### config.mk
export PLATFORM = sky130hd
export DESIGN_NAME = ro_freq_meter
export DESIGN_NICKNAME = d
export VERILOG_FILES = /design/src/rtl/ro_meter_pkg.sv /design/src/rtl/ro_edge_counter.sv /design/src/rtl/ro_freq_meter.sv
export SDC_FILE = /design/constraint.sdc
export NUM_CORES = 1
export LEC_CHECK = 0
export CAP_MARGIN = 20
export CORE_ASPECT_RATIO = 2
export CORE_MARGIN = 2
export CORE_UTILIZATION = 53
export CTS_CLUSTER_SIZE = 12
export DETAILED_ROUTE_END_ITERATION = 8
export PLACE_DENSITY = 0.83
export SYNTH_ARGS = -nofsm -noshare
export SYNTH_HDL_FRONTEND = slang
export SYNTH_SLANG_ARGS = --single-unit
### constraint.sdc
create_clock -name clk -period 2.32 [get_ports clk]
set_input_delay 0.348 -clock clk [delete_from_list [all_inputs] [get_ports clk]]
set_output_delay 0.348 -clock clk [all_outputs]
set_load 0.01 [all_outputs]
### src/rtl/ro_meter_pkg.sv
// Shared definitions for the ring-oscillator frequency meter:
// mode encodings, FSM state type and default parameter values.
package ro_meter_pkg;

    localparam logic [1:0] MODE_SINGLE    = 2'b00;
    localparam logic [1:0] MODE_CONT      = 2'b01;
    localparam logic [1:0] MODE_SCAN      = 2'b10;
    localparam logic [1:0] MODE_SCAN_CONT = 2'b11;

    localparam int DEF_NUM_CH     = 2;
    localparam int DEF_CNT_W      = 16;
    localparam int DEF_GATE_W     = 20;
    localparam int DEF_SETTLE_CYC = 64;

    typedef enum logic [1:0] {
        IDLE,
        SETTLE,
        GATE,
        REPORT
    } meter_state_t;

endpackage

### src/rtl/ro_edge_counter.sv
// Synchronises one asynchronous oscillator, detects its rising edges and
// counts them into a saturating counter with a sticky overflow flag.
module ro_edge_counter #(
    parameter int CNT_W = 16
) (
    input  logic             clk,
    input  logic             reset,
    input  logic             clr,
    input  logic             en,
    input  logic             osc,
    output logic [CNT_W-1:0] count,
    output logic             ovf
);

    // [0],[1] form the 2-FF synchroniser; [2] holds the previous synchronised level.
    logic [2:0] sync_q;
    logic       rise;

    assign rise = sync_q[1] & ~sync_q[2];

    always_ff @(posedge clk) begin
        if (reset) begin
            sync_q <= '0;
            count  <= '0;
            ovf    <= 1'b0;
        end else begin
            sync_q <= {sync_q[1:0], osc};
            if (clr) begin
                count <= '0;
                ovf   <= 1'b0;
            end else if (en && rise) begin
                if (count == '1) begin
                    ovf <= 1'b1;
                end else begin
                    count <= count + CNT_W'(1);
                end
            end
        end
    end

endmodule

### src/rtl/ro_freq_meter.sv
// Ring-oscillator frequency meter: enables and settles the selected oscillator,
// counts its edges over a programmable gate window, reports via valid/ready.
module ro_freq_meter
    import ro_meter_pkg::*;
#(
    parameter int  NUM_CH     = DEF_NUM_CH,
    parameter int  CNT_W      = DEF_CNT_W,
    parameter int  GATE_W     = DEF_GATE_W,
    parameter int  SETTLE_CYC = DEF_SETTLE_CYC,
    localparam int CH_W       = (NUM_CH > 1) ? $clog2(NUM_CH) : 1
) (
    input  logic              clk,
    input  logic              reset,
    input  logic [NUM_CH-1:0] osc_in,
    output logic [NUM_CH-1:0] osc_en,
    input  logic [CH_W-1:0]   ch_sel,
    input  logic [1:0]        mode,
    input  logic              start,
    input  logic              stop,
    input  logic [GATE_W-1:0] gate_len,
    output logic              busy,
    output logic              res_valid,
    input  logic              res_ready,
    output logic [CNT_W-1:0]  res_count,
    output logic [CH_W-1:0]   res_ch,
    output logic              res_ovf
);

    localparam int SET_W = (SETTLE_CYC > 2) ? $clog2(SETTLE_CYC) : 1;
    localparam int TMR_W = (GATE_W > SET_W) ? GATE_W : SET_W;

    meter_state_t      state, state_nx;
    logic [1:0]        mode_q;
    logic [GATE_W-1:0] gate_q;
    logic [CH_W-1:0]   ch_q;
    logic [CH_W-1:0]   next_ch;
    logic [TMR_W-1:0]  tmr_q;
    logic [TMR_W-1:0]  gate_last;
    logic              stop_q;
    logic              start_ok;
    logic              tmr_done;
    logic              last_ch;
    logic              enter_settle;
    logic              osc_sel;
    logic              osc_active;
    logic [CNT_W-1:0]  cnt;
    logic              cnt_ovf;

    assign start_ok  = start && (mode[1] || (int'(ch_sel) < NUM_CH));
    assign tmr_done  = (tmr_q == '0);
    assign last_ch   = (ch_q == CH_W'(NUM_CH - 1));
    assign next_ch   = last_ch ? '0 : ch_q + CH_W'(1);
    assign gate_last = (gate_q == '0) ? '0 : TMR_W'(gate_q) - TMR_W'(1);

    always_ff @(posedge clk) begin
        if (reset) begin
            state <= IDLE;
        end else begin
            state <= state_nx;
        end
    end

    always_comb begin
        state_nx = state;
        case (state)
            IDLE:    if (start_ok) state_nx = SETTLE;
            SETTLE:  if (tmr_done) state_nx = GATE;
            GATE:    if (tmr_done) state_nx = REPORT;
            REPORT: begin
                if (res_ready) begin
                    // A stop seen during the handshake cycle itself also ends the run.
                    if (stop_q || stop || (mode_q == MODE_SINGLE) ||
                        ((mode_q == MODE_SCAN) && last_ch)) begin
                        state_nx = IDLE;
                    end else begin
                        state_nx = SETTLE;
                    end
                end
            end
            default: state_nx = IDLE;
        endcase
    end

    assign enter_settle = (state_nx == SETTLE) && (state != SETTLE);

    always_ff @(posedge clk) begin
        if (reset) begin
            mode_q <= MODE_SINGLE;
            gate_q <= '0;
            ch_q   <= '0;
            tmr_q  <= '0;
            stop_q <= 1'b0;
        end else begin
            stop_q <= (state == IDLE) ? 1'b0 : (stop_q | stop);

            if ((state == IDLE) && start_ok) begin
                mode_q <= mode;
                gate_q <= gate_len;
                ch_q   <= mode[1] ? '0 : ch_sel;
            end else if ((state == REPORT) && res_ready && mode_q[1]) begin
                ch_q <= next_ch;
            end

            if (enter_settle) begin
                tmr_q <= TMR_W'(SETTLE_CYC - 1);
            end else if ((state == SETTLE) && tmr_done) begin
                tmr_q <= gate_last;
            end else if (!tmr_done) begin
                tmr_q <= tmr_q - TMR_W'(1);
            end
        end
    end

    assign osc_active = (state == SETTLE) || (state == GATE);

    always_comb begin
        osc_en  = '0;
        osc_sel = 1'b0;
        for (int unsigned i = 0; i < NUM_CH; i++) begin
            if (ch_q == CH_W'(i)) begin
                osc_en[i] = osc_active;
                osc_sel   = osc_in[i];
            end
        end
    end

    ro_edge_counter #(
        .CNT_W(CNT_W)
    ) u_counter (
        .clk  (clk),
        .reset(reset),
        .clr  (enter_settle),
        .en   (state == GATE),
        .osc  (osc_sel),
        .count(cnt),
        .ovf  (cnt_ovf)
    );

    assign busy      = (state != IDLE);
    assign res_valid = (state == REPORT);
    assign res_count = res_valid ? cnt : '0;
    assign res_ch    = res_valid ? ch_q : '0;
    assign res_ovf   = res_valid & cnt_ovf;

endmodule

==> impl_metrics.py <==
metrics = {
    "status": {
        "status": "finished clean",
    },
    "sta": {
        "period_share_pct": 95.3,
        "setup_slack_ns": 0.109,
        "setup_viol": 0,
        "slew_violations": 0,
        "period_minus_slack_ns": 2.21,
        "finalSetupTns_ns": 0,
        "rsz0062_at_grt": "false",
        "max_freq_ghz": 0.452,
        "final_hold_viol_count": 0,
        "relSlewSlack_pct": 63.1,
        "clock_skew_ns": 0.00392,
        "worstMarginPinSlew_ns": 0.552,
    },
    "yosys": {
        "yosys-top-cells-area": "dfxtp_1, nand2_1, a21oi_1",
        "synthesis.area_per_instance_um2": 7.97,
        "mappedNetlistArea_um2": 3550,
        "synth.cells.most_frequent": "nand2_1, dfxtp_1, nor2_1, a21oi_1, xor2_1",
        "ys_ff_latch": 66,
        "synth_top_area_share_pct": 37.3,
        "yosysMostFrequentCell": "nand2_1",
        "yosys_most_used_dff": "dfxtp_1",
        "yosysWarnings": 0,
        "synth_edf_count": 0,
        "synth_cell_types": 56,
        "ys_async_sr_fraction_pct": 0,
        "synth_fp_nets": 483,
        "yosysSeqAreaShare_pct": 37.3,
        "netlist_instances": 445,
        "yosysTopAreaCell": "dfxtp_1",
    },
    "floorplan": {
        "design.die.area_um2": 7400,
        "rows": 42,
        "die_height_um": 120,
        "start_util_pct": 54.0,
        "die_w_um": 61.8,
        "core_area_um2": 6570,
        "pin_count": 52,
    },
    "clock_network": {
        "cts_buffers": 9,
        "insertion_delay_ns": 0.33,
        "clk_pin_slew_ns": 0.05,
        "clockRootBuffer": "clkbuf_16",
        "max-clock-path-buffers": 2,
        "cts_setup_buffers": 0,
        "cts_tree": "built",
        "cts.sinks": 66,
        "cts_max_level": 3,
    },
    "final_layout": {
        "instances_no_fill": 598,
        "multiInputGateArea_um2": 2130,
        "nFillCells": 524,
        "drive_gt1_share_pct": 8.82,
        "num-nets-final": 546,
        "diodes": 0,
        "ff_latch_area_um2": 1320,
        "syn_to_final_growth_pct": 27.5,
        "finalInstanceArea_um2": 4520,
    },
    "worst_setup_path": {
        "max_stage_delay_ns": 0.53,
        "start_kind": "flip-flop",
        "r2r_slack_ns": 0.16,
        "crit_slowest_cell": "clkdlybuf4s50_1",
        "cp_num_buf_inv": 2,
        "crit_type": "reg2out",
        "crit_path_cell_trace": "ha_2 > buf_4 > and2_1 > clkdlybuf4s50_1",
        "cp_top_family": "buffers and inverters",
        "endpoint_kind": "output pin",
        "cp_max_fo": 17,
        "arrival_ns": 1.86,
        "critPathRequiredTime_ns": 1.97,
    },
    "drt": {
        "first_pass_iters": 4,
        "drc": 0,
        "drt_iter0_drc": 203,
        "ant_nets": 0,
        "vias_per_cell": 5.56,
        "wl_per_cell_um": 13.8,
        "wl_mm": 8.26,
        "num_vias": 3326,
    },
    "grt": {
        "grt_overflow": 0,
        "antenna_found_initial": 0,
        "grt_max_degree": 35,
        "grt_pass1_wl_mm": 14.3,
        "grt_usage_pct": 25.4,
        "grt_pass1_vias": 3362,
    },
    "pwr": {
        "p_per_area_nw_per_um2": 1180,
        "vdd_ir_drop_max_mv": 0.703,
        "p_leak_nw": 1.70,
    },
    "placement": {
        "port_buffers": 51,
        "placed_cells": 585,
        "place.gp.congestion": 0.968,
        "hpwl_mm": 6.14,
        "placed_cell_area_um2": 4240,
        "place_ws_ns": 0.171,
    },
    "job": {
        "drv_cap": 0,
    },
    "min_path": {
        "hp-class": "reg2reg",
    },
}
[what timing repair did]
action | CTS | global route
hold endpoints to repair | 0 | 0
setup endpoints to repair | 5 | 21
hold buffers | 0 | 0
cloned | 0 | 0
gates resized for setup | 1 | 4
[per-layer routing]
metal  GRT usage (%)  up-vias  wire, µm
met2            43.1       74      4630
li1                -     1654         -
met5               0        -         0
met4            15.8        0       350
met3            4.63       28       215
met1            27.0     1570      3070
[sequential cells by signal (all words and copies together), names as in the netlist]
name and cells:
tmr_q 20, u_counter.ovf 1, state 2, mode_q 2, stop_q 1, u_counter.count 16
u_counter.sync_q 3, ch_q 1, gate_q 20
[final timing paths]
check	depth (start not counted)	endpoint	from
setup / recovery	4	res_count[11]	state[1]
hold / removal	1	u_counter.sync_q[1]	u_counter.sync_q[0]
setup reg to reg	9	tmr_q[0]	gate_q[0]
hold reg to reg	1	u_counter.sync_q[1]	u_counter.sync_q[0]
[cell families after synthesis]
group | synth area share, %
muxes | 0.565
adders and majority gates | 2.82
buffers and inverters | 3.35
xor gates and xnor gates | 10.4
DFF | 37.3
AOI/OAI and AO/OA | 13.7
and+or+nand+nor | 32.0
[where the power goes]
| group | switching, W | internal, W |
|---|---|---|
| combinational | 0.00140 | 0.00113 |
| sequential | 0.000242 | 0.00136 |
| clock | 0.000441 | 0.000762 |
[worst reg2reg max path: cells and delay by family, from the launching register on]
family | cells | cell delay, ns
buffers and inverters | 2 | 0.22
DFF | 1 | 0.32
adders and majority gates | 1 | 0.20
and+or+nand+nor | 3 | 1.01
AOI/OAI and AO/OA | 3 | 0.27
[placed cells by master, fill, tap and decap left out, types with 3 or more instances in the layout]
cell type         n
nor2b_1           7
clkbuf_16         9
or3_1             8
a31oi_1           3
dfxtp_1          65
nor4_1            9
o21ai_1           6
nor3_1           10
nor2_1           42
nand4_1           5
o21ai_0           5
inv_1            13
ha_1              7
and2_1           20
nand3_1           6
a22oi_1           4
xor2_1           22
xnor2_1          20
nand2_1          80
a21oi_1          40
clkdlybuf4s50_1  51
nand3b_1          4
buf_4            16
and3_1            4
a221oi_1          3
[final cells by class]
| cell class | count | share of cell area, % |
|---|---|---|
| multi-input cells | 350 | 47.1 |
| flip-flops and latches | 66 | 29.3 |
| well taps | 88 | 2.44 |
| clock buffers | 13 | 5.76 |
| repair buffers | 68 | 14.4 |
| inverters | 13 | 1.08 |
[stage by stage]
stage	utilization [%]	power, W	hold WS, ns
2_1_floorplan	-	0.00336	0.414
3_3_place_gp	64.5	0.00399	0.416
5_1_grt	68.8	0.00573	0.470
4_1_cts	68.5	0.00532	0.465
3_5_place_dp	64.5	0.00407	0.458
6_report	68.8	0.00533	0.457
No activity file was read; power rests on OpenSTA's default activity.
